### src/rtl/step_dir_decoder_pkg.sv
// Shared stepper definitions: measurement state encoding, default widths
// and stall timeout used by both the step generator and the step/dir decoder.
package step_dir_decoder_pkg;

    // Default widths of the signed position counter and period measurement.
    localparam int STEP_POS_W   = 32;
    localparam int STEP_PER_W   = 32;

    // Default number of clk cycles without a step before the motor is
    // considered stalled (one second at 100 MHz).
    localparam int STEP_TIMEOUT = 100_000_000;

    // Period measurement state: IDLE has no reference edge yet, MEASURE is
    // counting cycles since the last accepted step.
    typedef enum logic {
        IDLE    = 1'b0,
        MEASURE = 1'b1
    } meas_state_t;

    // Rising-edge detect on a synchronized level and its one-cycle-old copy.
    function automatic logic rise_detect(input logic cur, input logic prev);
        return cur & ~prev;
    endfunction

endpackage

### src/rtl/step_dir_decoder_sync_2ff.sv
// Parameterized-width two-flop synchronizer for asynchronous pin inputs.
// Every bit is synchronized independently; no multi-bit coherency is implied.
module sync_2ff #(
    parameter int DATA_W = 1
) (
    input  logic              clk,
    input  logic              reset_reset_n,
    input  logic [DATA_W-1:0] d,
    output logic [DATA_W-1:0] q
);

    logic [DATA_W-1:0] meta_p0;
    logic [DATA_W-1:0] sync_p1;

    // Two back-to-back flops give metastability a full cycle to resolve.
    always_ff @(posedge clk or negedge reset_reset_n) begin
        if (!reset_reset_n) begin
            meta_p0 <= '0;
            sync_p1 <= '0;
        end else begin
            meta_p0 <= d;
            sync_p1 <= meta_p0;
        end
    end

    assign q = sync_p1;

endmodule

### src/rtl/step_dir_decoder.sv
// STEP/DIR receiver: synchronizes the step and direction pins, tracks signed
// motor position, measures the step period in clk cycles and flags a stall
// when no step arrives within TIMEOUT cycles.
module step_dir_decoder
    import step_dir_decoder_pkg::*;
#(
    parameter int POS_W   = STEP_POS_W,
    parameter int PER_W   = STEP_PER_W,
    parameter int TIMEOUT = STEP_TIMEOUT
) (
    input  logic                    clk,
    input  logic                    reset_reset_n,
    input  logic                    step_in,
    input  logic                    dir_in,
    input  logic                    clear,
    output logic signed [POS_W-1:0] pos_out,
    output logic                    step_pulse,
    output logic [PER_W-1:0]        period_out,
    output logic                    period_valid,
    output logic                    stalled
);

    localparam logic [PER_W-1:0]        TIMEOUT_CNT = PER_W'(TIMEOUT);
    localparam logic [PER_W-1:0]        CNT_ONE     = PER_W'(1);
    localparam logic signed [POS_W-1:0] POS_ONE     = POS_W'(1);

    // Position moves by exactly one count and wraps modulo 2^POS_W.
    function automatic logic signed [POS_W-1:0] next_pos(
        input logic signed [POS_W-1:0] cur,
        input logic                    fwd
    );
        return fwd ? (cur + POS_ONE) : (cur - POS_ONE);
    endfunction

    logic [1:0]              sync_q;
    logic                    step_s2;
    logic                    dir_s2;
    logic                    step_s3;
    logic                    step_rise;
    logic                    step_accept;

    logic signed [POS_W-1:0] pos_q;
    logic                    step_pulse_q;
    meas_state_t             state_q;
    logic [PER_W-1:0]        count_q;
    logic [PER_W-1:0]        period_q;
    logic                    period_valid_q;
    logic                    stalled_q;

    sync_2ff #(
        .DATA_W (2)
    ) u_sync (
        .clk           (clk),
        .reset_reset_n (reset_reset_n),
        .d             ({dir_in, step_in}),
        .q             (sync_q)
    );

    assign step_s2 = sync_q[0];
    assign dir_s2  = sync_q[1];

    // Third step register: one-cycle-old copy for rising-edge detection.
    always_ff @(posedge clk or negedge reset_reset_n) begin
        if (!reset_reset_n) begin
            step_s3 <= 1'b0;
        end else begin
            step_s3 <= step_s2;
        end
    end

    // A step edge coinciding with clear is discarded rather than deferred.
    assign step_rise   = rise_detect(step_s2, step_s3);
    assign step_accept = step_rise & ~clear;

    // Position counter and step strobe, updated by each accepted edge.
    always_ff @(posedge clk or negedge reset_reset_n) begin
        if (!reset_reset_n) begin
            pos_q        <= '0;
            step_pulse_q <= 1'b0;
        end else begin
            step_pulse_q <= step_accept;
            if (clear) begin
                pos_q <= '0;
            end else if (step_accept) begin
                pos_q <= next_pos(pos_q, dir_s2);
            end
        end
    end

    // Period measurement / stall FSM; period_out survives clear and stall.
    always_ff @(posedge clk or negedge reset_reset_n) begin
        if (!reset_reset_n) begin
            state_q        <= IDLE;
            count_q        <= '0;
            period_q       <= '0;
            period_valid_q <= 1'b0;
            stalled_q      <= 1'b0;
        end else begin
            period_valid_q <= 1'b0;
            if (clear) begin
                state_q   <= IDLE;
                count_q   <= '0;
                stalled_q <= 1'b0;
            end else begin
                case (state_q)
                    IDLE: begin
                        // First edge only establishes the timing reference.
                        if (step_accept) begin
                            state_q   <= MEASURE;
                            count_q   <= CNT_ONE;
                            stalled_q <= 1'b0;
                        end
                    end
                    MEASURE: begin
                        // An edge on the timeout cycle still counts as a step.
                        if (step_accept) begin
                            period_q       <= count_q;
                            period_valid_q <= 1'b1;
                            count_q        <= CNT_ONE;
                        end else if (count_q == TIMEOUT_CNT) begin
                            stalled_q <= 1'b1;
                            state_q   <= IDLE;
                            count_q   <= '0;
                        end else begin
                            count_q <= count_q + CNT_ONE;
                        end
                    end
                    default: begin
                        state_q <= IDLE;
                        count_q <= '0;
                    end
                endcase
            end
        end
    end

    assign pos_out      = pos_q;
    assign step_pulse   = step_pulse_q;
    assign period_out   = period_q;
    assign period_valid = period_valid_q;
    assign stalled      = stalled_q;

endmodule

### config.mk
export PLATFORM = sky130hd
export DESIGN_NAME = step_dir_decoder
export DESIGN_NICKNAME = d
export VERILOG_FILES = /design/src/rtl/step_dir_decoder_pkg.sv /design/src/rtl/step_dir_decoder_sync_2ff.sv /design/src/rtl/step_dir_decoder.sv
export SDC_FILE = /design/constraint.sdc
export NUM_CORES = 1
export LEC_CHECK = 0
export CAP_MARGIN = 20
export CELL_PAD_IN_SITES_DETAIL_PLACEMENT = 0
export CELL_PAD_IN_SITES_GLOBAL_PLACEMENT = 1
export CORE_ASPECT_RATIO = 0.6
export CORE_MARGIN = 2
export CORE_UTILIZATION = 35
export CTS_BUF_LIST = sky130_fd_sc_hd__clkbuf_8
export CTS_CLUSTER_SIZE = 24
export DETAILED_ROUTE_END_ITERATION = 12
export PLACE_DENSITY_LB_ADDON = 0.05
export SLEW_MARGIN = 10
export SYNTH_ARGS = -nofsm -noshare
export SYNTH_HDL_FRONTEND = slang
export SYNTH_HIERARCHICAL = 1
export SYNTH_SLANG_ARGS = --single-unit
### constraint.sdc
create_clock -name clk -period 3.8 [get_ports clk]
set_input_delay 0.76 -clock clk [delete_from_list [all_inputs] [get_ports clk]]
set_output_delay 0.76 -clock clk [all_outputs]
set_load 0.01 [all_outputs]
==> results.md, run 1 <==
Placed design:
- The wire-length estimate of the detail-placed layout is 11.5 mm.
- At the end of routability-driven placement, the weighted congestion stood at 0.798.
- The count of buffers inserted at the top-level ports is 71.
- Before CTS, the worst setup slack after placement is 400 ps.
- Summing all placed instances gives a cell area of 7000 µm².

Setup path:
- The logic depth of the worst path, buffers included is 12.
- The most critical setup path has its endpoint at pos_out[28].
- Of all nets on the critical path, the largest fanout is 19.
- The worst register-to-register path begins at u_sync/q[1].
- The number of buffers and inverters on the critical path is 2.
- The standard cell with the maximum stage delay on the critical path is sky130_fd_sc_hd__inv_1.
- In this design, the stage delay of the slowest critical-path cell is 540 ps.
- Walking the worst path, the cells encountered are inv_1, buf_4, ha_1, a21oi_1, o21ai_1, a211oi_1, nor3_1, a211oi_1, o21ai_1, a211oi_1, xor2_1, o21ai_1.
- The endpoint identified for the worst register-to-register timing path is pos_out[28].
- STA puts the critical path data arrival time at 3700 ps.
- The startpoint kind of the worst setup timing path is a register.
- The worst setup path startpoint is u_sync/q[1].
- The required time of the critical path is 4080 ps.
- The critical path class is register to register.
- The cell class contributing the biggest share of worst-path delay is compound AO/OA/AOI/OAI gates.
- For flop-to-flop paths, the worst setup slack is 390 ps.
- The critical path endpoint category is a register.
- The number of cells on the worst reg-to-reg path is 12.

Floorplanning:
- The area enclosed by the die boundary is 18300 µm².
- The die width is 173 µm.
- The number of core rows is 37.
- The height of the die is 106 µm.
- 72 I/O pins were placed.
- The core region is 17000 µm².
- The initial utilization of the core area, before any placement, comes to 35.5%.

Clock tree:
- Buffers inserted during clock tree synthesis total 9.
- The H-tree was split into 3 levels.
- The post-cts repair resize count is 0.
- The clock-pin slew on the worst setup and hold paths is 110 ps.
- The number of buffers inserted by post-CTS setup repair is 0.
- The number of sinks handled by clock tree synthesis is 105.
- The clock tree from TritonCTS is done.
- Hold repair after CTS inserted 0 buffers.
- The buffer type at the clock tree root is sky130_fd_sc_hd__clkbuf_8.
- Counting along the longest clock path gives a buffer depth of 2.
- The clock reaches the later pin of the worst-skew pair after 390 ps.

Logic synthesis:
- For this run, the register share of the synthesized area comes to 43.6%.
- The top cell type by area accounts for 43.6% of the synthesized area.
- The average cell area after synthesis is 9.50 µm².
- Among all flip-flop cells after synthesis, the most frequent one is sky130_fd_sc_hd__dfrtp_1.
- The number of synthesized register bits is 105.
- For this run, asynchronously set or reset flops after synthesis account for 100%.
- The synthesized instance count is 634.
- The number of synthesis warnings is 6.
- The netlist area before placement is 6020 µm².
- Of all cell types, the one taking the most synthesized area is sky130_fd_sc_hd__dfrtp_1.
- The most numerous cell in the Yosys netlist is sky130_fd_sc_hd__dfrtp_1.
- Yosys mapped a number of flops with a built-in enable equal to 0.
- Synthesis produced a netlist with a net count of 672.
- Yosys mapped the design onto 64 distinct sky130hd cell types.
- In the post-synthesis netlist, the biggest area contributors are sky130_fd_sc_hd__dfrtp_1 (44%), sky130_fd_sc_hd__ha_1 (6.6%), sky130_fd_sc_hd__mux2_2 (6.0%).
- Sorting the synthesized cells by how often they occur yields sky130_fd_sc_hd__dfrtp_1 (105), sky130_fd_sc_hd__nand2_1 (88), sky130_fd_sc_hd__a21oi_1 (54).

Global route:
- The global-route wire length before repair is 26.4 mm.
- Global routing consumed, on the met2 layer, 24.0% of the routing resources.
- Global routing consumed, on the met1 layer, 29.7% of the routing resources.
- The number of global-route vias before repair is 4832.
- In this run the most used layer during global routing was met1.
- The initial antenna violation count was 0.
- Entering global routing, the biggest net connects 56 pins.
- The overall global routing resource usage is 18.4%.
- For this run, global-route usage on met3 was measured as 4.47%.
- The residual overflow from global routing is 0.

STA:
- Based on the critical path, the design can be clocked at up to 293 MHz.
- The number of pins with negative max-slew slack in the final report was 0.
- Setup repair after global routing left no endpoint under its margin.
- At the pin with the least slew margin, the transition time is 889 ps.
- The worst path needs 3410 ps of the cycle, external delays included.
- Clock skew on the completed layout was measured at 13.4 ps.
- The number of hold violations in the final report is 0.
- Setup violations remaining at the end of the flow were counted as 0.
- The summed negative setup slack over all endpoints is 0 ps.
- The worst pin sits at a relative slew slack of 40.7%.
- Across all setup checks in the final design, the least slack found is 386 ps.
- The portion of the clock cycle consumed by the worst path in the final layout is 89.8%.
- The worst slack on hold paths is 378 ps.

Cells and area:
- The antenna diode count is 0.
- After routing the design area is 7190 µm².
- For this run, the post-layout net count is 740.
- From synthesis to final layout, the design area changed by 19.3%.
- The fraction of final layout cells with drive strength greater than 1 is 11.9%.
- The utilization of the core after routing is 42.3%.

Power and ir drop:
- IR analysis of the VDD net gives a maximum drop of 156 µV.
- The analysis attributes to net switching a power of 0.770 mW.
- The power share of the clock group is 29.4%.
- Internal power comes to 1.62 mW.
- The part of the power in combinational logic is 20.8%.
- For this design the static power due to leakage is 3.25 nW.
- For this design the ratio of total power to cell area is 332 nW/µm².
- Sequential cells account for 49.8% of the total power.
- The switching part of the total is 32.2%.

Drt:
- The routed layout has 4871 vias.
- The number of design-rule violations left by the first detailed-router iteration is 223.
- The total routed wirelength is 16.0 mm.
- In the routed design, unresolved DRC markers number 0.
- The number of nets with antenna violations after routing is 0.
- Before antenna repair, the detailed router went through 5 iterations.
- The post-detailed-route via-to-cell ratio is 5.18.
- After detailed routing, the average wire length per cell comes to 17.0 µm.

Status:
- The run finished with clean final reports.

Run:
- Across the run, the number of max-cap violations was 0.

Hold path:
- In this run the worst hold path is classified as register to register.
-- cell families after synthesis --
logic type | after synthesis | share of synthesized area [%]
simple gates | 216 | 18.2
fa+ha+maj | 33 | 6.98
buf+inv | 36 | 2.51
xor+xnor | 37 | 5.38
mux | 32 | 5.98
flops | 105 | 43.6
compound gates | 175 | 17.3
-- through the flow --
step,cells,power (mW)
2_1_floorplan,634,1.53
3_3_place_gp,925,1.71
3_5_place_dp,925,1.71
4_1_cts,941,2.43
5_1_grt,941,2.54
6_report,941,2.39
-- final cells by class --
type | instances | area, µm²
fill | 1683 | 9800
clock inverter | 7 | 60.1
clock buffer | 9 | 124
timing repair buffer | 83 | 798
multi-input combinational | 493 | 3250
tap | 234 | 293
inverter | 10 | 37.5
sequential | 105 | 2630
-- state kept, by name, indices dropped and copies added (netlist names) --
register and count:
count_q 32, period_out 32, period_valid 1, pos_out 32, stalled 1, state_q 1, step_pulse 1, step_s3 1
u_sync/meta_p0 2, u_sync/q 2
-- power by group through the flow --
stage / clock network (mW) / logic [mW] / registers [mW]
after detailed placement: 0 / 0.499 / 1.21
after global routing: 0.780 / 0.561 / 1.20
after global placement: 0 / 0.497 / 1.21
after CTS: 0.737 / 0.502 / 1.19
final: 0.701 / 0.497 / 1.19
after floorplan: 0 / 0.309 / 1.22
-- placed cells by master, fill, tap and decap left out, drive strengths merged, types with 7 or more instances in the layout --
cell type and count:
clkdlybuf4s50 70, buf 13, nor3 11, xnor2 21
o31ai 9, ha 32, nand3 18, and2 7
dfrtp 105, clkbuf 9, nand4 12, o21ai 63
mux2 32, nand2 88, inv 16, and3 12
xor2 16, a21o 18, nor2 37, a21oi 55
-- layer usage --
metal	wire length (µm)	part of all wire, %
met1	8800	55
met2	6130	38
met3	975	6.1
met4	87	0.54
met5	0	0
-- worst min-delay path by stage --
stage                           start           to  cells after the start
floorplan           u_sync/meta_p0[0]  u_sync/q[0]                      0
global placement    u_sync/meta_p0[0]  u_sync/q[0]                      0
detailed placement  u_sync/meta_p0[0]  u_sync/q[0]                      0
CTS                 u_sync/meta_p0[0]  u_sync/q[0]                      0
global route        u_sync/meta_p0[1]  u_sync/q[1]                      0
finish              u_sync/meta_p0[0]  u_sync/q[0]                      0
Note: power is estimated with default switching activity, not from simulation.
==> run 2, diff against run 1 <==
Settings changed: ABC_CLOCK_PERIOD_IN_PS set to 3800.
==> results of run 2 <==
No change in the layout: final DEF, timing and power equal those of run 1.
